===== src/rtl/nubus_video_fetch_pkg.sv =====
// nubus_video_fetch_pkg: shared state encoding and bus widths for the video fetch engine
package nubus_video_fetch_pkg;
  localparam int ADDR_W = 25;
  localparam int DATA_W = 16;
  typedef enum logic [2:0] {IDLE, CHECK, REQ, WAIT, FLUSH} state_t;
endpackage


===== src/rtl/vid_fetch_fifo.sv =====
// vid_fetch_fifo: synchronous FIFO with registered head word and flush
module vid_fetch_fifo
  import nubus_video_fetch_pkg::*;
#(
  parameter int DEPTH = 16,
  parameter int W = DATA_W
) (
  input  logic                         clk,
  input  logic                         rst,
  input  logic                         push,
  input  logic                         pop,
  input  logic                         flush,
  input  logic [W-1:0]                 din,
  output logic [W-1:0]                 head,
  output logic                         empty,
  output logic                         full,
  output logic [$clog2(DEPTH+1)-1:0]   count
);
  localparam int AW = $clog2(DEPTH);
  localparam int CW = $clog2(DEPTH+1);
  logic [W-1:0] mem_q [DEPTH];
  logic [AW-1:0] rd_q, rd_d, wr_q, wr_d;
  logic [CW-1:0] count_q, count_d;
  logic [W-1:0] head_q, head_d;
  logic do_pop;
  always_comb begin
    do_pop = pop && count_q != '0;
    rd_d = rd_q + AW'(do_pop);
    wr_d = wr_q + AW'(push);
    count_d = count_q + CW'(push) - CW'(do_pop);
    head_d = (count_q == '0 || (do_pop && count_q == CW'(1))) ? (push ? din : head_q) :
             do_pop ? mem_q[rd_q + 1'b1] : head_q;
    if (flush) begin
      rd_d = '0;
      wr_d = '0;
      count_d = '0;
      head_d = '0;
    end
  end
  always_ff @(posedge clk) begin
    if (rst) begin
      rd_q <= '0;
      wr_q <= '0;
      count_q <= '0;
      head_q <= '0;
    end else begin
      rd_q <= rd_d;
      wr_q <= wr_d;
      count_q <= count_d;
      head_q <= head_d;
    end
  end
  always_ff @(posedge clk) begin
    if (push && !flush) mem_q[wr_q] <= din;
  end
  assign head = head_q;
  assign empty = count_q == '0;
  assign full = count_q == CW'(DEPTH);
  assign count = count_q;
endmodule


===== src/rtl/nubus_video_fetch.sv =====
// nubus_video_fetch: scan-out prefetch engine reading one frame from VRAM into a pixel FIFO
module nubus_video_fetch
  import nubus_video_fetch_pkg::*;
#(
  parameter int FIFO_DEPTH = 16,
  parameter int FRAME_WORDS = 49152,
  parameter int REQ_CYCLES = 4,
  parameter int TIMEOUT = 16
) (
  input  logic              clk,
  input  logic              reset,
  input  logic              frame_start,
  input  logic [ADDR_W-1:0] base_addr,
  output logic [ADDR_W-1:0] vram_addr,
  output logic              vram_rd,
  output logic              vram_wr,
  output logic [DATA_W-1:0] vram_dout,
  input  logic [DATA_W-1:0] vram_din,
  input  logic              vram_ready,
  input  logic              pix_pop,
  output logic [DATA_W-1:0] pix_data,
  output logic              pix_valid,
  output logic              underflow,
  output logic              frame_done
);
  localparam int WW = $clog2(FRAME_WORDS+1);
  localparam int RW = $clog2(REQ_CYCLES+1);
  localparam int TW = $clog2(TIMEOUT+1);
  localparam int CW = $clog2(FIFO_DEPTH+1);
  state_t state_q, state_d;
  logic [ADDR_W-1:0] addr_q, addr_d;
  logic [WW-1:0] words_q, words_d;
  logic [RW-1:0] req_q, req_d;
  logic [TW-1:0] wait_q, wait_d;
  logic underflow_q, underflow_d, done_q, done_d;
  logic push, flush, empty, full;
  logic [CW-1:0] count;
  always_comb begin
    state_d = state_q;
    addr_d = addr_q;
    words_d = words_q;
    req_d = req_q;
    wait_d = wait_q;
    done_d = done_q;
    push = 1'b0;
    flush = 1'b0;
    underflow_d = underflow_q | (pix_pop & empty);
    case (state_q)
      CHECK: begin
        if (words_q == WW'(FRAME_WORDS)) begin
          done_d = 1'b1;
          state_d = IDLE;
        end else if (count < CW'(FIFO_DEPTH)) begin
          req_d = '0;
          state_d = REQ;
        end
      end
      REQ: begin
        req_d = req_q + 1'b1;
        wait_d = '0;
        state_d = req_q == RW'(REQ_CYCLES-1) ? WAIT : REQ;
      end
      WAIT: begin
        wait_d = wait_q + 1'b1;
        req_d = '0;
        if (vram_ready) begin
          push = 1'b1;
          addr_d = addr_q + 1'b1;
          words_d = words_q + 1'b1;
          state_d = CHECK;
        end else if (wait_q == TW'(TIMEOUT-1)) begin
          state_d = REQ;
        end
      end
      FLUSH: begin
        wait_d = wait_q + 1'b1;
        state_d = wait_q == TW'(TIMEOUT-1) ? CHECK : FLUSH;
      end
      default: state_d = state_q;
    endcase
    // a restart mid-fetch parks in FLUSH so a late completion cannot land in the new frame
    if (frame_start) begin
      push = 1'b0;
      flush = state_q != IDLE;
      addr_d = base_addr;
      words_d = '0;
      wait_d = '0;
      underflow_d = 1'b0;
      done_d = 1'b0;
      state_d = state_q == IDLE ? CHECK : FLUSH;
    end
  end
  always_ff @(posedge clk) begin
    if (reset) begin
      state_q <= IDLE;
      addr_q <= '0;
      words_q <= '0;
      req_q <= '0;
      wait_q <= '0;
      underflow_q <= 1'b0;
      done_q <= 1'b1;
    end else begin
      state_q <= state_d;
      addr_q <= addr_d;
      words_q <= words_d;
      req_q <= req_d;
      wait_q <= wait_d;
      underflow_q <= underflow_d;
      done_q <= done_d;
    end
  end
  always_ff @(posedge clk) begin
    if (!reset) assert (!(push && full));
  end
  vid_fetch_fifo #(.DEPTH(FIFO_DEPTH), .W(DATA_W)) u_fifo (
    .clk(clk),
    .rst(reset),
    .push(push),
    .pop(pix_pop),
    .flush(flush),
    .din(vram_din),
    .head(pix_data),
    .empty(empty),
    .full(full),
    .count(count)
  );
  assign vram_addr = addr_q;
  assign vram_rd = state_q == REQ;
  assign vram_wr = 1'b0;
  assign vram_dout = '0;
  assign pix_valid = !empty;
  assign underflow = underflow_q;
  assign frame_done = done_q;
endmodule

===== config.mk =====
export PLATFORM = sky130hd
export DESIGN_NAME = nubus_video_fetch
export DESIGN_NICKNAME = d
export VERILOG_FILES = /design/src/rtl/nubus_video_fetch_pkg.sv /design/src/rtl/vid_fetch_fifo.sv /design/src/rtl/nubus_video_fetch.sv
export SDC_FILE = /design/constraint.sdc
export NUM_CORES = 1
export LEC_CHECK = 0
export CAP_MARGIN = 20
export CORE_MARGIN = 2
export CORE_UTILIZATION = 50
export CTS_CLUSTER_DIAMETER = 200
export DETAILED_ROUTE_END_ITERATION = 8
export PLACE_DENSITY = 0.82
export SLEW_MARGIN = 10
export SYNTH_ARGS = -nofsm -noshare
export SYNTH_HDL_FRONTEND = slang
export SYNTH_SLANG_ARGS = --single-unit

===== constraint.sdc =====
create_clock -name clk -period 6.76 [get_ports clk]
set_input_delay 1.352 -clock clk [delete_from_list [all_inputs] [get_ports clk]]
set_output_delay 1.352 -clock clk [all_outputs]
set_load 0.005 [all_outputs]

# == Word level (Yosys, flattened, before mapping) ==
# Memories as Yosys holds them, arrays and structs flattened.
# Cells that the tools add are included.
# totals
mem_count,1
regBits,83
mem_bits_rw,256
out_inout_bits,62
# memory_table
name,words,width,rd,rd_clocked_by_memory_dff,wr,line,text
u_fifo.mem_q,16,16,1,0,1,vid_fetch_fifo.sv:21,logic [W-1:0] mem_q [DEPTH];
# op_classes
eq_ne,13
n_reduce_logical,27
n_lt_le_gt_ge,1
mux,28
bitwise_logic,2
addsub,9
# op_table
cell,count
$mux 25,3
$mux 16,3
$mux 3,9
$add 25x1->25 const B,1
$add 16x1->16 const B,1
$eq 16x16->1 const B,1
$pmux 3 s4,1
$reduce_bool 2->1,6
$mux 1,10
$pmux 5 s2,1
$reduce_bool 5->1,2
$eq 3x2->1 const B,3
$pmux 3 s3,1
$add 4x1->4,2
$ne 4x4->1 const B,2
$reduce_and 2->1,4
$reduce_and 3->1,2
$reduce_bool 3->1,2
$reduce_or 2->1,3
$add 5x1->5,1
$add 5x1->5 const B,1
$eq 5x1->1 const B,1
$eq 5x4->1 const B,1
$logic_not 5->1,1
14 further kinds,18

# == Depth between registers and ports, before layout ==
# Gate-level depths: netlist of run 1.
# logic_depth
depth_word,6
depth_mapped,12

# == By module ==
# A second synthesis of run 1 with hierarchy kept.
# hier_totals
hier_cells,1030
area_unflattened_um2,14682.8
# by_module_without_submodules
mod,instances,seq_area_each_um2,cells_each,area_per_inst_um2
vid_fetch_fifo,1,8267.9,608,11358.4
nubus_video_fetch,1,1081.0,422,3324.4

# == Worst setup path before layout of run 1 ==
# OpenSTA, ideal clock, no wires.
# synth_path
path_kind,input to register
start,in vram_ready
end,"mem u_fifo.mem_q[0][0] (netlist name), enable pin"
required_time_ns,6.351
t_arrival_ns,3.279
path_buffers,1
setup_slack_ns,3.072
stages,5
setup_ns,0.409
path_cell_list,and4b_1 buf_4 nand2_2 or3_1 nor3_1
# synth_between
elab_chain_cells,6
# synth_rtl
item,line,text
from (decl),nubus_video_fetch.sv:19,"input logic vram_ready,"
$mux 1,nubus_video_fetch.sv:66,if (vram_ready) begin
$mux 1,nubus_video_fetch.sv:48,case (state_q)
$mux 1,nubus_video_fetch.sv:82,if (frame_start) begin
$logic_and 1x1->1,vid_fetch_fifo.sv:54,if (push && !flush) mem_q[wr_q] <= din;
$mux 1,vid_fetch_fifo.sv:54,
$mux 1 (not written as such),vid_fetch_fifo.sv:54,
to (decl),vid_fetch_fifo.sv:21,
# Every way passes these cells.

# == Worst setup path after layout of run 1 ==
# layout_path
start,in frame_start
end,"mem u_fifo.mem_q[9][0] (netlist name), enable pin"
# layout_between
elab_chain_cells,5
# layout_rtl
item,line,text
from (decl),nubus_video_fetch.sv:12,"input logic frame_start,"
$mux 1,nubus_video_fetch.sv:82,
$logic_not 1->1,vid_fetch_fifo.sv:54,
$logic_and 1x1->1 (*),vid_fetch_fifo.sv:54,
$mux 1 (*),vid_fetch_fifo.sv:54,
$mux 1 (not written as such) (*),vid_fetch_fifo.sv:54,
# Every way passes the cells marked *; elsewhere a longest branch is shown, timed or not.

==> implementation parameters, run 1 <==
Parameter                              Value

Synth
  Most frequently used flop master after synthesis    sky130_fd_sc_hd__edfxtp_1
  Seq cells post-synth    339
  Ranking of synthesized cells by area    sky130_fd_sc_hd__edfxtp_1 (55%), sky130_fd_sc_hd__dfxtp_1 (12%), sky130_fd_sc_hd__mux4_2 (12%), sky130_fd_sc_hd__nor2_1 (2.2%), sky130_fd_sc_hd__nand2_1 (1.8%)
  Most frequent cell after synthesis    sky130_fd_sc_hd__edfxtp_1
  Synthesized area divided by synthesized cell count    around 15 µm²
  Synthesis Warnings    0
  Library cell with the largest summed area after synthesis    sky130_fd_sc_hd__edfxtp_1
  Dominant combinational cell family by area after synthesis    multiplexers
  Number of flops mapped to enable cells by yosys    between 200 and 300
  Number of distinct library cells after synthesis    58
  XOR/XNOR Fraction of Synth Area    2.87%
  Syn Std Cell Area    between 10000 and 15000 µm²
  Mapped Cells    a little over 900
  Area fraction in compound gates after synthesis    4.54%
  Post-synthesis share of cell area spent on full adders, half adders and majority gates    under 10%
  Top cells by count, synth    sky130_fd_sc_hd__edfxtp_1 (256), sky130_fd_sc_hd__dfxtp_1 (83), sky130_fd_sc_hd__nor2_1 (82), sky130_fd_sc_hd__mux4_2 (72), sky130_fd_sc_hd__nand2_1 (69)
  Fraction of registers with async set/reset    0%
  Yosys top cell area share    a little over half
  Sequential element share of the synthesized area    66.8%
  Synthesized-area fraction occupied by and/or/nand/nor cells    under 10%
  Multiplexer fraction of the synthesized cell area    a little under an eighth

Drt
  Routed metal-1 wirelength    12200 µm
  Post-detailed-route wirelength per cell    22.1 µm
  Residual DRC count    0
  Via count    ~8.3k
  Number of DRC markers after the initial detailed-route iteration    921
  Detailed-routed wire length on met3    approximately 2600 µm
  First-pass DRT Iterations    6
  Routed wl met2    about 15000 µm
  Via/cell ratio    just under 6
  Uppermost layer routed    met5
  Total routed wirelength    between 30000 and 40000 µm
  Number of antenna-violating nets in the routed design    0

Floorplanning
  Top-Level Pins    108
  Chip width    ~170 µm
  Height of the die    roughly 170 µm
  Total core area    27700 µm²
  Initial core utilization    between 50% and 60%
  Die Area    roughly 29000 µm²
  Count of standard-cell rows    between 60 and 70

Pwr
  Largest vdd supply drop    225 µV
  Ratio of total power to cell area    about 330 nW/µm²
  Sw frac    a little over a quarter
  Cell-internal power    roughly 3.9 mW
  Logic gate share of total power    20.8%
  Leakage power    between 5 and 6 nW
  Clk network pwr share    approximately a third
  Proportion of power drawn by flip-flops and latches    44.2%
  Design Power    around 5.4 mW
  Reported net switching power    about 1.5 mW

Place
  Total of buffers placed on input and output ports    90
  Routability congestion estimate    just under 0.9
  Placed instance area    15200 µm²
  Placed Instances    1365
  Detail Placement HPWL    around 19000 µm

Layout
  Seq. cell area    about 9400 µm²
  Number of nets at the end of the flow    1088
  Final Core Density    around three fifths
  Final std cell area, no fill    approximately 16000 µm²
  Number of inserted diodes    0
  Filler cells    around 2k
  Share of cells above drive strength 1    about 15%
  Final Instance Count excl. Fillers    about 1.4k
  Synthesis-to-finish area growth    16.9%
  Area of the multi-input gates    between 4000 and 5000 µm²

Status
  Run status    finished, final reports clean

Global route
  GRT Resource Usage Total    21.8%
  Pin count of the biggest net entering global routing    65
  Final global-route overflow total    0
  Vias in the first global route    roughly 8.1k
  Number of antenna violations at the first check in global routing    1
  Global-route wire length before repair    roughly 47000 µm

Timing
  Final setup TNS    0 ns
  Count of pins over their slew limit    0
  Final setup fails    0
  Max Fclk    around 0.25 GHz
  Count of endpoints failing hold in the final timing report    0
  Max Clock Skew    0.0228 ns
  Final period util    between 60% and 70%
  Max-Slew Margin vs Limit    27.7%
  Measured slew at the worst slew-check pin    between 1 and 1.5 ns
  Min Clock Period, post-route    4.08 ns
  Unrepaired setup endpoints after global routing    false

Clock tree
  H-Tree Level Count    2
  Clk root buf    sky130_fd_sc_hd__clkbuf_16
  Bufs on Longest Clock Path    3
  Source-to-sink clock delay at the later pin of the worst-skew pair    approximately 0.53 ns
  Clk sink count    339
  Setup Buffers After CTS    0
  Clock tree from TritonCTS    built
  Clock slew at the register clock pins of the worst setup and hold paths    0.06 ns
  TritonCTS Buffers    36
  Hold Buf Count CTS    0
  Gates resized, CTS repair    0

Worst setup path
  R2r setup slk    about 3.5 ns
  Endpoint of the worst-slack reg-to-reg timing path    u_fifo.mem_q[9][0]$_DFFE_PP_
  Type of element capturing the critical path    flip-flop
  Endpoint required time on the critical path    about 7 ns
  Kind of critical path    primary input to flip-flop
  Reg2Reg Depth    4
  Crit Path Max Fanout    45
  Critical Path Start Type    primary input
  Arrival time of the worst setup path    about 4.2 ns
  Crit path capture    u_fifo.mem_q[9][0]$_DFFE_PP_
  Critical path launch point    frame_start
  Startpoint of the lowest-slack register-to-register path    state_q[1]$_SDFFE_PP0P_

Job
  MaxCap Viol Count    0

Worst hold path
  Path class of the lowest-slack min-delay path    flip-flop to flip-flop
-- worst max-delay path, stage by stage --
cell and delay (ns):
sky130_fd_sc_hd__clkdlybuf4s50_1 0.69, sky130_fd_sc_hd__inv_2 0.67, sky130_fd_sc_hd__nand2_2 0.25, sky130_fd_sc_hd__or3_1 0.50, sky130_fd_sc_hd__nor2_2 0.73
-- worst min-delay path by stage --
stage                            startpoint  cells after the start  slack [ns]                           end
2_1_floorplan         req_q[0]$_SDFFE_PP0P_                      1        0.44         req_q[0]$_SDFFE_PP0P_
3_3_place_gp           underflow$_SDFF_PP0_                      2        0.45          underflow$_SDFF_PP0_
3_5_place_dp   u_fifo.head[14]$_SDFFE_PP0P_                      1        0.46  u_fifo.head[14]$_SDFFE_PP0P_
4_1_cts        u_fifo.head[14]$_SDFFE_PP0P_                      1        0.47  u_fifo.head[14]$_SDFFE_PP0P_
5_1_grt        u_fifo.head[14]$_SDFFE_PP0P_                      1        0.49  u_fifo.head[14]$_SDFFE_PP0P_
6_report       u_fifo.head[14]$_SDFFE_PP0P_                      1        0.47  u_fifo.head[14]$_SDFFE_PP0P_
-- cells in the final DEF (no fill, tap or decap), drive strengths merged, types with 17 or more instances in the layout --
cell and count:
dfxtp 83, xor2 17, nor3 35, mux4 72, edfxtp 256, conb 17, nand2 70, nor2 82
nand3 31, clkdlybuf4s50 90, clkbuf 47, a21oi 28, o21ai 19, xnor2 28
-- flip-flops by register name, summed over array words and instances (netlist names) --
register	count
underflow	1
words_q	16
u_fifo.count	5
u_fifo.rd_q	4
u_fifo.head	16
state_q	3
u_fifo.wr_q	4
req_q	3
u_fifo.mem_q	256
vram_addr	25
wait_q	5
frame_done	1
-- routing by layer --
layer	up-vias	global-route usage (%)
met4	2	9.91
met1	4059	28.5
met3	92	3.64
li1	3720	-
met5	-	0
met2	411	36.2
-- per-stage QoR --
| stage | setup WS (ns) | hold slack [ns] |
|---|---|---|
| floorplan | 3.07 | 0.444 |
| global route | 2.49 | 0.494 |
| finish | 2.68 | 0.470 |
| CTS | 2.71 | 0.472 |
| global placement | 2.27 | 0.451 |
| detailed placement | 2.18 | 0.458 |
-- cells by family (layout without fill, tap and decap cells) --
| group | after synthesis | after routing |
|---|---|---|
| AO/OA/AOI/OAI | 97 | 97 |
| XOR/XNOR | 45 | 45 |
| adder cells (fa/ha/maj) | 17 | 17 |
| buffers and inverters | 80 | 181 |
| flip-flops | 339 | 339 |
| multiplexers | 73 | 73 |
| other | 1 | 17 |
| AND/OR/NAND/NOR | 282 | 282 |
-- power by group through the flow --
stage                     Combinational, mW  Sequential, mW  Clock (mW)
after floorplan                       0.779            2.38           0
after global placement                 1.09            2.42           0
after detailed placement               1.11            2.43           0
after CTS                              1.12            2.38        1.92
after global routing                   1.20            2.40        2.00
final                                  1.12            2.38        1.89
-- layout make-up --
| type | instances | area share, % |
|---|---|---|
| sequential | 339 | 57.1 |
| clock buffer | 47 | 5.95 |
| tap | 378 | 2.89 |
| inverter | 16 | 0.367 |
| timing repair buffer | 101 | 6.01 |
| multi-input combinational | 531 | 26.6 |
| clock inverter | 17 | 1.02 |
No activity file was read; power rests on OpenSTA's default activity.
==> inputs of run 2 (changes only) <==
- PLACE_DENSITY: 0.82 -> 0.85
- clock period: 6.76 -> 3.5 ns (I/O delays scaled with it)
==> run 2 against run 1 <==
  * Cell count increased by 2.4%
  * Total power increased by 93%
  * First-iteration DRC count increased by 4.5%
  * Setup slack got worse by 2.1 ns
  * Via count increased by 3.7%
==> implementation parameters, run 2 (synthesized netlist as in run 1, its figures left out) <==
Parameter                              Value

Pwr
  Ratio of total power to cell area    approximately 630 nW/µm²
  Sw frac    26.4%
  Leakage power    approximately 5.5 nW
  Clk network pwr share    a little over a third
  Reported net switching power    between 2 and 3 mW
  Largest vdd supply drop    436 µV
  Logic gate share of total power    about a fifth
  Cell-internal power    between 7 and 8 mW
  Proportion of power drawn by flip-flops and latches    a little over two fifths

Layout
  Synthesis-to-finish area growth    18.7%
  Register ranked first by flip-flop count    u_fifo.mem_q
  Number of inserted diodes    0
  Final Core Density    roughly three fifths
  Commonest non-fill, non-tap cell in the layout    sky130_fd_sc_hd__edfxtp_1
  Filler cells    approximately 2.0k
  Number of nets at the end of the flow    ~1.1k
  Number of flip-flops under the largest register name    around 260
  Share of cells above drive strength 1    about 17%
  Most used cells in the layout excluding fill and tap cells    sky130_fd_sc_hd__edfxtp_1 (256), sky130_fd_sc_hd__clkdlybuf4s50_1 (90), sky130_fd_sc_hd__dfxtp_1 (82), sky130_fd_sc_hd__nor2_1 (81), sky130_fd_sc_hd__mux4_2 (72)

Timing
  Min Clock Period, post-route    around 3.0 ns
  Max-Slew Margin vs Limit    a little under half
  Max Clock Skew    between 0.02 and 0.03 ns
  Count of pins over their slew limit    0
  Final setup TNS    0 ns
  Unrepaired setup endpoints after global routing    false
  Max Fclk    ~0.34 GHz
  Final setup fails    0
  Final period util    between 80 and 90%
  Measured slew at the worst slew-check pin    approximately 0.81 ns
  Count of endpoints failing hold in the final timing report    0

Drt
  First-pass DRT Iterations    5
  Number of antenna-violating nets in the routed design    0
  Number of DRC markers after the initial detailed-route iteration    about 960
  Via/cell ratio    between 5 and 6
  Residual DRC count    0
  Post-detailed-route wirelength per cell    between 20 and 25 µm
  Total routed wirelength    roughly 32000 µm
  Via count    approximately 8.6k

Floorplanning
  Chip width    about 170 µm
  Top-Level Pins    roughly 110
  Initial core utilization    50.5%
  Die Area    between 20000 and 30000 µm²
  Height of the die    171 µm
  Total core area    27700 µm²
  Count of standard-cell rows    around 60

Worst setup path
  R2r setup slk    about 0.70 ns
  Arrival time of the worst setup path    roughly 2.3 ns
  Reg2Reg Depth    12
  Kind of critical path    flip-flop to output port
  Startpoint of the lowest-slack register-to-register path    u_fifo.count[2]$_SDFF_PP0_
  Endpoint of the worst-slack reg-to-reg timing path    u_fifo.count[4]$_SDFF_PP0_
  Endpoint required time on the critical path    2.80 ns
  Crit Path Max Fanout    5
  Type of element capturing the critical path    output port
  Critical Path Start Type    flip-flop

Job
  MaxCap Viol Count    0

Clock tree
  Clk root buf    sky130_fd_sc_hd__clkbuf_16
  Hold Buf Count CTS    0
  H-Tree Level Count    2
  Bufs on Longest Clock Path    3
  TritonCTS Buffers    34
  Source-to-sink clock delay at the later pin of the worst-skew pair    0.53 ns
  Setup Buffers After CTS    0
  Gates resized, CTS repair    0
  Clock tree from TritonCTS    built
  Clk sink count    approximately 340
  Clock slew at the register clock pins of the worst setup and hold paths    ~0.06 ns

Status
  Run status    finished, final reports clean

Worst hold path
  Path class of the lowest-slack min-delay path    flip-flop to flip-flop
  Hold_sp    req_q[2]$_SDFFE_PP0P_
  Worst Hold Depth    2
  Endpoint, Worst Hold    req_q[2]$_SDFFE_PP0P_

Global route
  Global-route wire length before repair    around 48000 µm
  Number of antenna violations at the first check in global routing    0
  Final global-route overflow total    0
  Vias in the first global route    roughly 8.5k
  GRT Resource Usage Total    a little over a fifth
  Pin count of the biggest net entering global routing    45

Place
  Routability congestion estimate    roughly 0.84
  Total of buffers placed on input and output ports    90
  Detail Placement HPWL    19700 µm
## run 2: cell types whose count changed in the layout (fill, tap and decap cells not counted)
cell,before,now
sky130_fd_sc_hd__buf_12,0,1
sky130_fd_sc_hd__buf_4,11,47
sky130_fd_sc_hd__bufinv_16,2,3
sky130_fd_sc_hd__clkbuf_1,9,7
sky130_fd_sc_hd__clkbuf_16,37,35
sky130_fd_sc_hd__clkbuf_8,1,4
sky130_fd_sc_hd__clkinv_16,1,0
sky130_fd_sc_hd__clkinv_2,9,5
sky130_fd_sc_hd__clkinvlp_4,0,1
sky130_fd_sc_hd__inv_16,0,1
sky130_fd_sc_hd__nor2_1,70,81
sky130_fd_sc_hd__nor2_2,12,1
## run 2: worst max-delay path by stage
stage	slack, ns	to	startpoint
3_5_place_dp	0.41	vram_addr[7]$_SDFFE_PP0P_	vram_ready
3_3_place_gp	0.51	u_fifo.count[4]$_SDFF_PP0_	pix_pop
4_1_cts	0.52	pix_valid	u_fifo.count[2]$_SDFF_PP0_
5_1_grt	0.44	pix_valid	u_fifo.count[3]$_SDFF_PP0_
2_1_floorplan	0.46	u_fifo.mem_q[0][0]$_DFFE_PP_	vram_ready
6_report	0.54	pix_valid	u_fifo.count[2]$_SDFF_PP0_
## run 2: final cells by class
| type | instances | area [µm²] | share of cell area (%) |
|---|---|---|---|
| multi-input combinational | 531 | 4330 | 26.1 |
| tap | 378 | 473 | 2.85 |
| timing repair buffer | 138 | 1270 | 7.66 |
| clock buffer | 46 | 957 | 5.76 |
| inverter | 16 | 60.1 | 0.361 |
| clock inverter | 15 | 174 | 1.05 |
| sequential | 339 | 9350 | 56.3 |
## run 2: stage by stage
step	worst slack, ns	total power, mW	hold WS (ns)	std cells	cell area [µm²]
2_1_floorplan	0.464	6.10	0.444	950	14100
3_5_place_dp	0.414	6.80	0.460	1402	15500
3_3_place_gp	0.513	6.73	0.453	1402	15500
5_1_grt	0.441	10.8	0.521	1463	16600
4_1_cts	0.524	10.5	0.490	1463	16600
6_report	0.542	10.4	0.487	1463	16600
## run 2: worst max-delay path, stage by stage (launching register included)
cell and delay [ns]:
sky130_fd_sc_hd__dfxtp_1 0.31, sky130_fd_sc_hd__inv_1 0.09, sky130_fd_sc_hd__ha_1 0.14, sky130_fd_sc_hd__or3b_1 0.42, sky130_fd_sc_hd__or2_1 0.32, sky130_fd_sc_hd__clkdlybuf4s50_1 0.47
## run 2: routing by layer
metal	up-vias	global-route usage, %	part of all wire, %
met5	-	0	0
met1	4264	28.5	40
li1	3795	-	-
met4	0	9.69	3.7
met3	83	3.80	7.6
met2	449	36.6	49
## run 2: power by group through the flow
stage | Combinational, mW | Sequential [mW] | Clock [mW]
5_1_grt | 2.36 | 4.59 | 3.88
2_1_floorplan | 1.50 | 4.59 | 0
6_report | 2.17 | 4.58 | 3.68
3_3_place_gp | 2.09 | 4.65 | 0
4_1_cts | 2.18 | 4.57 | 3.74
3_5_place_dp | 2.15 | 4.65 | 0
==> inputs of run 3 (changes only) <==
- clock period: 3.5 -> 2.5 ns (I/O delays scaled with it)
==> run 3 against run 2 <==
  * Sequential cell count did not move
  * Design area up 2.8%
  * Sequential power up 39%
  * Setup slack lost 0.53 ns
  * Register-to-register slack worse by 0.69 ns
  * Wire length is 4.2% higher
  * Sequential share of layout area down 1.5 points
  * Critical path depth up 7
  * First-iteration DRC count decreased by 4.1%
  * Clock-buffer cell count stayed put
  * Hold slack worse by 0.011 ns
==> implementation parameters, run 3 (synthesized netlist as in run 1, its figures left out) <==
Parameter                              Value

Pwr
  Design Power    approximately 15 mW
  Ratio of total power to cell area    a little under 900 nW/µm²
  Largest vdd supply drop    approximately 600 µV
  Leakage power    5.67 nW

Global route
  Vias in the first global route    8988
  GRT Resource Usage Total    22.7%
  Pin count of the biggest net entering global routing    45
  Final global-route overflow total    0
  Number of antenna violations at the first check in global routing    0
  Global-route wire length before repair    50000 µm

Clock tree
  Bufs on Longest Clock Path    3
  H-Tree Level Count    2
  Hold Buf Count CTS    0
  Clk sink count    339
  Source-to-sink clock delay at the later pin of the worst-skew pair    0.53 ns
  Clock tree from TritonCTS    built
  Clk root buf    sky130_fd_sc_hd__clkbuf_16
  TritonCTS Buffers    35
  Clock slew at the register clock pins of the worst setup and hold paths    about 0.060 ns

Place
  Routability congestion estimate    about 0.83
  Total of buffers placed on input and output ports    90
  Placed Instances    between 1k and 1.5k
  Detail Placement HPWL    ~21000 µm
  Placed instance area    ~16000 µm²

Worst setup path
  Cell mode on critical path    sky130_fd_sc_hd__ha_4
  Cell at the slowest stage of the critical path    sky130_fd_sc_hd__or3_1
  Number of buffers and inverters on the critical path    1
  Critical path, cell by cell    inv_2 > ha_4 > or3b_4 > and2_4 > nand2b_4 > nand2_4 > ha_4 > fa_2 > a21oi_2 > nor2_1 > or3_1 > a21oi_1
  Largest incremental delay on the critical path    0.38 ns
  Endpoint required time on the critical path    roughly 3.0 ns
  Crit Path Max Fanout    2
  R2r setup slk    roughly 0.015 ns
  Stages on worst setup path    12
  Arrival time of the worst setup path    around 3 ns
  Type of element capturing the critical path    flip-flop
  Critical Path Start Type    flip-flop
  Kind of critical path    flip-flop to flip-flop
  Family with the most delay on the worst path    simple AND/OR/NAND/NOR gates
  Reg2Reg Depth    12

Job
  MaxCap Viol Count    0

Floorplanning
  Chip width    approximately 170 µm
  Top-Level Pins    108
  Total core area    roughly 28000 µm²
  Height of the die    171 µm
  Die Area    between 20000 and 30000 µm²
  Initial core utilization    slightly above 50%
  Count of standard-cell rows    61

Layout
  Number of flip-flops under the largest register name    between 200 and 300
  Share of cells above drive strength 1    approximately 22%
  Most used cells in the layout excluding fill and tap cells    sky130_fd_sc_hd__edfxtp_1 (256), sky130_fd_sc_hd__clkdlybuf4s50_1 (89), sky130_fd_sc_hd__dfxtp_1 (79), sky130_fd_sc_hd__buf_4 (77), sky130_fd_sc_hd__mux4_2 (72)
  Number of nets at the end of the flow    between 1k and 1.5k
  Synthesis-to-finish area growth    22.1%
  Final std cell area, no fill    17100 µm²
  Number of inserted diodes    0
  Commonest non-fill, non-tap cell in the layout    sky130_fd_sc_hd__edfxtp_1
  Register ranked first by flip-flop count    u_fifo.mem_q
  Filler cells    1945
  Final Instance Count excl. Fillers    around 1.5k

Drt
  First-pass DRT Iterations    5
  Number of DRC markers after the initial detailed-route iteration    923
  Number of antenna-violating nets in the routed design    0
  Post-detailed-route wirelength per cell    22.0 µm
  Via count    between 8k and 9k
  Total routed wirelength    approximately 33000 µm
  Residual DRC count    0
  Via/cell ratio    slightly below 6

Timing
  Final period util    just under 100%
  Max Fclk    0.402 GHz
  Unrepaired setup endpoints after global routing    true
  Final setup fails    0
  Measured slew at the worst slew-check pin    a little over 0.8 ns
  Count of endpoints failing hold in the final timing report    0
  Max-Slew Margin vs Limit    between 40% and 50%
  Count of pins over their slew limit    0
  Max Clock Skew    approximately 0.016 ns
  Final setup TNS    0 ns
  Min Clock Period, post-route    2.49 ns

Worst hold path
  Worst Hold Depth    2
  Path class of the lowest-slack min-delay path    flip-flop to flip-flop

Status
  Run status    finished, final reports clean
run 3: cell count changes in the layout (fill, tap and decap cells not counted), sizes merged:
cell | previous run | this run
inv | 17 | 19
clkdlybuf4s50 | 90 | 89
buf | 48 | 86
clkinv | 10 | 9
bufinv | 3 | 4
run 3: routing by layer:
layer | track usage (%) | routed length, µm
met1 | 28.0 | 12800
met4 | 9.03 | 1120
met3 | 4.46 | 2590
met2 | 39.5 | 16600
met5 | 0 | 0
run 3: layout make-up:
| class | instances | area [µm²] | share of cell area [%] |
|---|---|---|---|
| sequential | 339 | 9360 | 54.7 |
| multi-input combinational | 531 | 4420 | 25.8 |
| timing repair buffer | 175 | 1630 | 9.56 |
| clock buffer | 46 | 937 | 5.48 |
| tap | 378 | 473 | 2.77 |
| clock inverter | 17 | 216 | 1.27 |
| inverter | 16 | 60.1 | 0.351 |
run 3: tightest hold or removal path: stages (launching register included):
cell and delay, ns:
sky130_fd_sc_hd__dfxtp_1 0.32, sky130_fd_sc_hd__nor2_1 0.05, sky130_fd_sc_hd__nor2_1 0.07
run 3: what timing repair did:
action | in CTS | in global routing
resized for setup | 12 | 7
endpoints found under the setup margin | 3 | 3
gates cloned | 0 | 0
buffers inserted | 0 | 4
pin swaps | 2 | 8
run 3: report_power, final:
group | internal [mW] | total [mW] | switching (mW)
combinational | 1.71 | 3.37 | 1.67
sequential | 6.22 | 6.37 | 0.158
clock | 3.09 | 5.27 | 2.17
run 3: path summary, 6_finish.rpt:
path / end / startpoint
hold / removal: underflow$_SDFF_PP0_ / underflow$_SDFF_PP0_
hold reg to reg: underflow$_SDFF_PP0_ / underflow$_SDFF_PP0_
setup reg to reg: u_fifo.count[4]$_SDFF_PP0_ / u_fifo.count[2]$_SDFF_PP0_
setup / recovery: u_fifo.count[4]$_SDFF_PP0_ / u_fifo.count[2]$_SDFF_PP0_
run 3: through the flow:
step                      hold WS [ns]  setup slack [ns]  utilization, %
after floorplan                  0.444            0.0150               -
after global placement           0.452            -0.128            57.2
after detailed placement         0.463            -0.160            57.2
after CTS                        0.478            0.0108            61.5
after global routing             0.519           -0.0948            61.7
final                            0.476            0.0147            61.7
